[src/rtl/riscv_lsu_pkg.sv]
// riscv_lsu_pkg: shared size codes, FSM state type and access-formatting helpers for the LSU.
// No ports; imported by riscv_lsu, lsu_load_format and the bench.
package riscv_lsu_pkg;
    localparam logic [2:0] LDST_B  = 3'd0;
    localparam logic [2:0] LDST_H  = 3'd1;
    localparam logic [2:0] LDST_W  = 3'd2;
    localparam logic [2:0] LDST_BU = 3'd4;
    localparam logic [2:0] LDST_HU = 3'd5;

    typedef enum logic [1:0] {IDLE, BUSY, DONE} state_t;

    // Codes 3, 6 and 7 are not legal funct3 values and are trapped as misaligned.
    function automatic logic is_misaligned(input logic [2:0] size, input logic [1:0] off);
        return (size == LDST_B || size == LDST_BU) ? 1'b0 :
               (size == LDST_H || size == LDST_HU) ? off[0] :
               (size == LDST_W) ? (off != 2'b00) : 1'b1;
    endfunction

    function automatic logic [3:0] byte_en(input logic [2:0] size, input logic [1:0] off);
        return (size == LDST_W) ? 4'b1111 :
               (size == LDST_H || size == LDST_HU) ? (off[1] ? 4'b1100 : 4'b0011) :
               4'b0001 << off;
    endfunction

    // Replicate the store operand across every lane so byte enables alone pick the target.
    function automatic logic [31:0] store_data(input logic [2:0] size, input logic [31:0] wd);
        return (size == LDST_W) ? wd :
               (size == LDST_H || size == LDST_HU) ? {2{wd[15:0]}} : {4{wd[7:0]}};
    endfunction
endpackage

[src/rtl/riscv_lsu_if.sv]
// riscv_lsu_if: LSU-to-memory bus.
// master (LSU): drives mem_req_o, mem_we_o, mem_be_o, mem_addr_o (word aligned), mem_wd_o;
//               receives mem_rd_i (read word) and mem_ready_i (access completes this cycle).
// slave (memory): the mirror image.
interface riscv_lsu_if #(
    parameter int ADDR_W = 32
);
    logic              mem_req_o;
    logic              mem_we_o;
    logic [3:0]        mem_be_o;
    logic [ADDR_W-1:0] mem_addr_o;
    logic [31:0]       mem_wd_o;
    logic [31:0]       mem_rd_i;
    logic              mem_ready_i;

    modport master (
        output mem_req_o, mem_we_o, mem_be_o, mem_addr_o, mem_wd_o,
        input  mem_rd_i, mem_ready_i
    );

    modport slave (
        input  mem_req_o, mem_we_o, mem_be_o, mem_addr_o, mem_wd_o,
        output mem_rd_i, mem_ready_i
    );
endinterface

[src/rtl/riscv_lsu_load_format.sv]
// lsu_load_format: extracts and extends a loaded byte/half/word from a little-endian memory word.
// Ports: word (memory word), off (byte address bits [1:0]), size (funct3 code) -> result (32-bit).
module lsu_load_format
    import riscv_lsu_pkg::*;
(
    input  logic [31:0] word,
    input  logic [1:0]  off,
    input  logic [2:0]  size,
    output logic [31:0] result
);
    logic [7:0]  b;
    logic [15:0] h;

    always_comb begin
        b = off == 2'd0 ? word[7:0] : off == 2'd1 ? word[15:8] : off == 2'd2 ? word[23:16] : word[31:24];
        h = off[1] ? word[31:16] : word[15:0];
        result = size == LDST_B  ? {{24{b[7]}}, b} :
                 size == LDST_BU ? {24'b0, b} :
                 size == LDST_H  ? {{16{h[15]}}, h} :
                 size == LDST_HU ? {16'b0, h} : word;
    end
endmodule

[src/rtl/riscv_lsu.sv]
// riscv_lsu: single-outstanding RISC-V load/store unit with misalignment trap and bus timeout.
// Ports: clk_i, rst_i (async, active-low); core side core_req_i/core_we_i/core_size_i/core_addr_i/
// core_wd_i in, core_rd_o/core_stall_o/misaligned_o/bus_err_o out; memory side via riscv_lsu_if.master.
module riscv_lsu
    import riscv_lsu_pkg::*;
#(
    parameter int ADDR_W  = 32,
    parameter int TIMEOUT = 16
) (
    input  logic              clk_i,
    input  logic              rst_i,
    input  logic              core_req_i,
    input  logic              core_we_i,
    input  logic [2:0]        core_size_i,
    input  logic [ADDR_W-1:0] core_addr_i,
    input  logic [31:0]       core_wd_i,
    output logic [31:0]       core_rd_o,
    output logic              core_stall_o,
    output logic              misaligned_o,
    output logic              bus_err_o,
    riscv_lsu_if.master       mem
);
    // Timeout fires in the TIMEOUT-th BUSY cycle; the counter holds the number of BUSY cycles already spent.
    localparam logic [7:0] TO_LAST = 8'(TIMEOUT - 1);

    state_t            state, state_n;
    logic [7:0]        cnt;
    logic              we_q;
    logic [2:0]        size_q;
    logic [ADDR_W-1:0] addr_q;
    logic [31:0]       wd_q;
    logic [31:0]       load_data;
    logic              accept, mis, start, busy, timeout;

    lsu_load_format u_fmt (
        .word   (mem.mem_rd_i),
        .off    (addr_q[1:0]),
        .size   (size_q),
        .result (load_data)
    );

    always_comb begin
        accept  = state == IDLE && core_req_i;
        mis     = is_misaligned(core_size_i, core_addr_i[1:0]);
        start   = accept && !mis;
        busy    = state == BUSY;
        timeout = busy && !mem.mem_ready_i && cnt == TO_LAST;
        // A ready arriving in the timeout cycle completes the access, so ready is tested first.
        state_n = start ? BUSY : (busy && (mem.mem_ready_i || timeout)) ? DONE : busy ? BUSY : IDLE;
        core_stall_o = start || busy;
    end

    assign mem.mem_req_o  = busy;
    assign mem.mem_we_o   = busy && we_q;
    assign mem.mem_be_o   = busy ? byte_en(size_q, addr_q[1:0]) : 4'b0000;
    assign mem.mem_addr_o = {addr_q[ADDR_W-1:2], 2'b00};
    assign mem.mem_wd_o   = store_data(size_q, wd_q);

    always_ff @(posedge clk_i or negedge rst_i) begin
        if (!rst_i) begin
            state        <= IDLE;
            cnt          <= '0;
            we_q         <= 1'b0;
            size_q       <= '0;
            addr_q       <= '0;
            wd_q         <= '0;
            core_rd_o    <= '0;
            misaligned_o <= 1'b0;
            bus_err_o    <= 1'b0;
        end else begin
            state        <= state_n;
            cnt          <= busy ? cnt + 8'd1 : 8'd0;
            misaligned_o <= accept && mis;
            bus_err_o    <= timeout;
            if (start) begin
                we_q   <= core_we_i;
                size_q <= core_size_i;
                addr_q <= core_addr_i;
                wd_q   <= core_wd_i;
            end
            if (busy && mem.mem_ready_i) core_rd_o <= we_q ? 32'd0 : load_data;
            else if (timeout) core_rd_o <= 32'd0;
        end
    end
endmodule

[src/flat_wrapper.sv]
// flat-port wrapper written by rule: the top's interface ports become plain ports
module riscv_lsu_flat import riscv_lsu_pkg::*;
#(
    parameter int ADDR_W  = 32,
    parameter int TIMEOUT = 16
)
  (clk_i, rst_i, core_req_i, core_we_i, core_size_i, core_addr_i, core_wd_i, core_rd_o, core_stall_o, misaligned_o, bus_err_o, mem_mem_req_o, mem_mem_we_o, mem_mem_be_o, mem_mem_addr_o, mem_mem_wd_o, mem_mem_rd_i, mem_mem_ready_i);
  riscv_lsu_if #(.ADDR_W(ADDR_W)) mem_i ();
  input  logic clk_i;
  input  logic rst_i;
  input  logic core_req_i;
  input  logic core_we_i;
  input  logic [2:0] core_size_i;
  input  logic [ADDR_W-1:0] core_addr_i;
  input  logic [31:0] core_wd_i;
  output logic [31:0] core_rd_o;
  output logic core_stall_o;
  output logic misaligned_o;
  output logic bus_err_o;
  output wire logic [$bits(mem_i.mem_req_o)-1:0] mem_mem_req_o;
  output wire logic [$bits(mem_i.mem_we_o)-1:0] mem_mem_we_o;
  output wire logic [$bits(mem_i.mem_be_o)-1:0] mem_mem_be_o;
  output wire logic [$bits(mem_i.mem_addr_o)-1:0] mem_mem_addr_o;
  output wire logic [$bits(mem_i.mem_wd_o)-1:0] mem_mem_wd_o;
  input wire logic [$bits(mem_i.mem_rd_i)-1:0] mem_mem_rd_i;
  input wire logic [$bits(mem_i.mem_ready_i)-1:0] mem_mem_ready_i;
  assign mem_mem_req_o = mem_i.mem_req_o;
  assign mem_mem_we_o = mem_i.mem_we_o;
  assign mem_mem_be_o = mem_i.mem_be_o;
  assign mem_mem_addr_o = mem_i.mem_addr_o;
  assign mem_mem_wd_o = mem_i.mem_wd_o;
  assign mem_i.mem_rd_i = mem_mem_rd_i;
  assign mem_i.mem_ready_i = mem_mem_ready_i;
  riscv_lsu #(.ADDR_W(ADDR_W), .TIMEOUT(TIMEOUT)) u_core (.clk_i(clk_i), .rst_i(rst_i), .core_req_i(core_req_i), .core_we_i(core_we_i), .core_size_i(core_size_i), .core_addr_i(core_addr_i), .core_wd_i(core_wd_i), .core_rd_o(core_rd_o), .core_stall_o(core_stall_o), .misaligned_o(misaligned_o), .bus_err_o(bus_err_o), .mem(mem_i));
endmodule
[config.mk]
export PLATFORM = sky130hd
export DESIGN_NAME = riscv_lsu_flat
export DESIGN_NICKNAME = d
export VERILOG_FILES = /design/src/rtl/riscv_lsu_pkg.sv /design/src/rtl/riscv_lsu_if.sv /design/src/rtl/riscv_lsu_load_format.sv /design/src/rtl/riscv_lsu.sv /design/src/flat_wrapper.sv
export SDC_FILE = /design/constraint.sdc
export NUM_CORES = 1
export LEC_CHECK = 0
export ABC_AREA = 1
export CAP_MARGIN = 20
export CORE_UTILIZATION = 30
export CTS_BUF_LIST = sky130_fd_sc_hd__clkbuf_8
export DETAILED_ROUTE_END_ITERATION = 8
export SKIP_CTS_REPAIR_TIMING = 1
export SLEW_MARGIN = 0
export SYNTH_ARGS = -nofsm -noshare
export SYNTH_HDL_FRONTEND = slang
export SYNTH_SLANG_ARGS = --single-unit
[constraint.sdc]
create_clock -name clk_i -period 1.6 [get_ports clk_i]
set_input_delay 0.32 -clock clk_i [delete_from_list [all_inputs] [get_ports clk_i]]
set_output_delay 0.32 -clock clk_i [all_outputs]
set_load 0.02 [all_outputs]
==> flow_summary_export.csv <==
group,metric,value,unit
pwr,power_density,1350,nW/um2
timing,finalCritPeriodShare,131.5,%
cts,clkLatencyLatePin,0.40,ns
route,wl_per_cell,14.81,um
pwr,ir_drop,741.6,uV
floorplan,die-width,144.3,um
floorplan,start_util,30.91,%
run_status,run_status,"complete, but fails checks",
yosys,synth_cells,839,
pwr,power.leakage,0.005805,uW
cts,cts_tree,"yes",
timing,fmax,475.2,MHz
cts,clkSinkCount,112,
yosys,ys_top_cells_by_area,"dfrtp_1 46%, nand2_1 21%, nand3_1 12%",
yosys,ys_warn_count,0,
place,gp_congestion,0.8727,
place,io_buffers,206,
yosys,synth_top_area_cell,"dfrtp_1",
global_routing,first_global_vias,5721,
global_routing,grt-ovfl-total,0,
worst_setup_path,crit_top_cell,"nand2_1",
run_status,violations,"negative setup slack",
worst_setup_path,path_cells,"inv_2 -> nor3_4 -> buf_4 -> buf_12 -> nand2_1 -> nand2_1 -> buf_2",
timing,rsz0062_at_grt,"true",
timing,slew_violations,0,
worst_setup_path,crit_slowest_cell,"dfrtp_2",
floorplan,core.rowCount,51,
global_routing,grt_pass1_wl,30040,um
global_routing,grt_usage,18.79,%
cts,clk_pin_slew,0.11,ns
route,drcViolationCount,0,
global_routing,antenna_found_initial,1,
global_routing,grt_max_degree,64,
timing,hold_ws,0.2470,ns
floorplan,io_pins,209,
layout,syn_to_final_growth,55.97,%
cts,cts_buffer_depth,2,
layout,nFillCells,2045,
timing,skew,0.01593,ns
route,wl,19810,um
yosys,ys_seq_elements,112,
yosys,synth_top_area_share,46.13,%
worst_setup_path,start_kind,"flop",
timing,setup_viol,45,
yosys,ys_types,29,
timing,finalCriticalPeriod,2.104,ns
worst_setup_path,crit_fanout,24,
layout,post-route-util,48.22,%
route,drtAntennaViolNets,0,
yosys,yosysSeqAreaShare,46.13,%
floorplan,die_h,144.3,um
floorplan,coreArea,19650,um2
flow_run,maxCapViolCount,0,
hold_path,hold_class,"input pin to flop",
yosys,synthFlopType,"dfrtp_1",
cts,htree_levels,3,
floorplan,die-area,20830,um2
yosys,avgSynthCellArea,7.242,um2
route,vias,6093,
worst_setup_path,worst_setup_path_end_kind,"output port",
cts,cts_buffers,9,
yosys,synth_edf_count,0,
worst_setup_path,critPathKind,"flop to output port",
layout,layout-drive-gt1-share,20.71,%
yosys,syn_area,6076,um2
layout,num-nets-final,1172,
timing,setup_slack,-0.5045,ns
place,dp_hpwl,13970,um
route,drt-pass1-iter-count,4,
worst_setup_path,cp_slowest_stage_delay,0.41,ns
route,viasPerCell,4.554,
worst_setup_path,required,1.28,ns
worst_setup_path,cp.arrival,1.78,ns
cts,root_buffer,"clkbuf_8",
timing,report.final.hold_viol_count,0,
route,drtIter0Drc,326,
yosys,ys_async_sr_fraction,100.0,%
==> stage by stage <==
step / instances / area (um2) / power [uW] / setup TNS [ns] / worst slack, ns
after floorplan: 840 / 6087 / 7767 / -0.6643 / -0.04069
after global placement: 1297 / 8579 / 10710 / -54.56 / -0.6689
after detailed placement: 1297 / 8579 / 10730 / -53.80 / -0.6568
after CTS: 1313 / 8795 / 12660 / -45.83 / -0.9948
after global routing: 1337 / 9474 / 13680 / -19.85 / -0.6175
final: 1338 / 9477 / 12790 / -14.09 / -0.5045
==> where the power goes <==
group          switching (uW)  total [uW]  leakage (uW)  internal [uW]
clock network            1090        1850      0.000105            760
logic                    3790        6780       0.00427           2990
registers                 522        4160       0.00143           3640
total                    5400       12800       0.00581           7400
==> cell families after synthesis <==
family	Yosys count	synth area share [%]
other cells	1	0.06172
flops	112	46.13
simple gates	550	38.59
fa+ha+maj	1	0.2059
buf+inv	139	11.80
compound gates	36	3.213
==> synthesized netlist by cell type (2+ instances only) <==
master    count
nand2_1     347
nand3_1     141
dfrtp_1     112
inv_1        53
buf_4        40
nor2_1       33
clkbuf_1     27
o21ai_0      16
a21oi_1      15
buf_2        13
nand2_2      11
nand4_1       6
nor2_4        3
o31ai_1       3
buf_6         2
inv_2         2
o21ai_2       2
or2_2         2
==> layout by cell type, fill, tap and decap left out, drive strengths merged, types with 2 or more instances in the layout <==
| master | count |
|---|---|
| dfrtp | 112 |
| nand4 | 6 |
| clkinv | 3 |
| nor2 | 37 |
| nand2 | 358 |
| or2 | 3 |
| o31ai | 3 |
| inv | 58 |
| clkbuf | 16 |
| conb | 2 |
| nor3 | 3 |
| buf | 116 |
| a21oi | 15 |
| dlymetal6s2s | 75 |
| nand3 | 142 |
| o21ai | 19 |
| clkdlybuf4s50 | 99 |
==> sequential cells by signal, indices dropped and copies added (netlist names) <==
signal / flops
u_core.core_rd_o: 32
u_core.misaligned_o: 1
u_core.wd_q: 32
u_core.addr_q: 32
u_core.bus_err_o: 1
u_core.size_q: 3
u_core.state: 2
u_core.cnt: 8
u_core.we_q: 1
==> critical path: cells and delay by family (launching register included) <==
kind,cells,cell delay (ns)
DFF,1,0.41
buffers and inverters,4,0.55
and+or+nand+nor,3,0.42
==> area by class of cell <==
| type | instances | area (um2) | share of cell area (%) |
|---|---|---|---|
| timing repair buffer | 298 | 3063 | 32.32 |
| multi-input combinational | 590 | 2841 | 29.98 |
| sequential | 112 | 2808 | 29.63 |
| tap | 265 | 331.6 | 3.499 |
| inverter | 56 | 215.2 | 2.271 |
| clock buffer | 9 | 123.9 | 1.307 |
| clock inverter | 7 | 91.34 | 0.9638 |
| antenna | 1 | 2.502 | 0.02641 |
==> worst paths after layout <==
kind	slack, ns	depth (start not counted)	end	startpoint
setup reg to reg	-0.17	10	u_core.core_rd_o[0]	u_core.size_q[0]
max in group asynchronous	0.68	3	u_core.core_rd_o[21]	rst_i
min in group asynchronous	0.40	2	u_core.wd_q[6]	rst_i
setup / recovery	-0.50	7	mem_mem_wd_o[29]	u_core.size_q[1]
hold reg to reg	0.47	2	u_core.addr_q[3]	u_core.addr_q[3]
hold / removal	0.25	3	u_core.addr_q[0]	core_addr_i[0]
==> metal layers <==
| metal | vias up | share of wire (%) | global-route usage [%] |
|---|---|---|---|
| met4 | 0 | 1.3 | 5.097 |
| li1 | 3063 | - | - |
| met1 | 2822 | 43 | 24.06 |
| met3 | 15 | 7.6 | 5.530 |
| met5 | - | 0 | 0 |
| met2 | 193 | 48 | 30.69 |
Power figures use the tool's default switching activity.
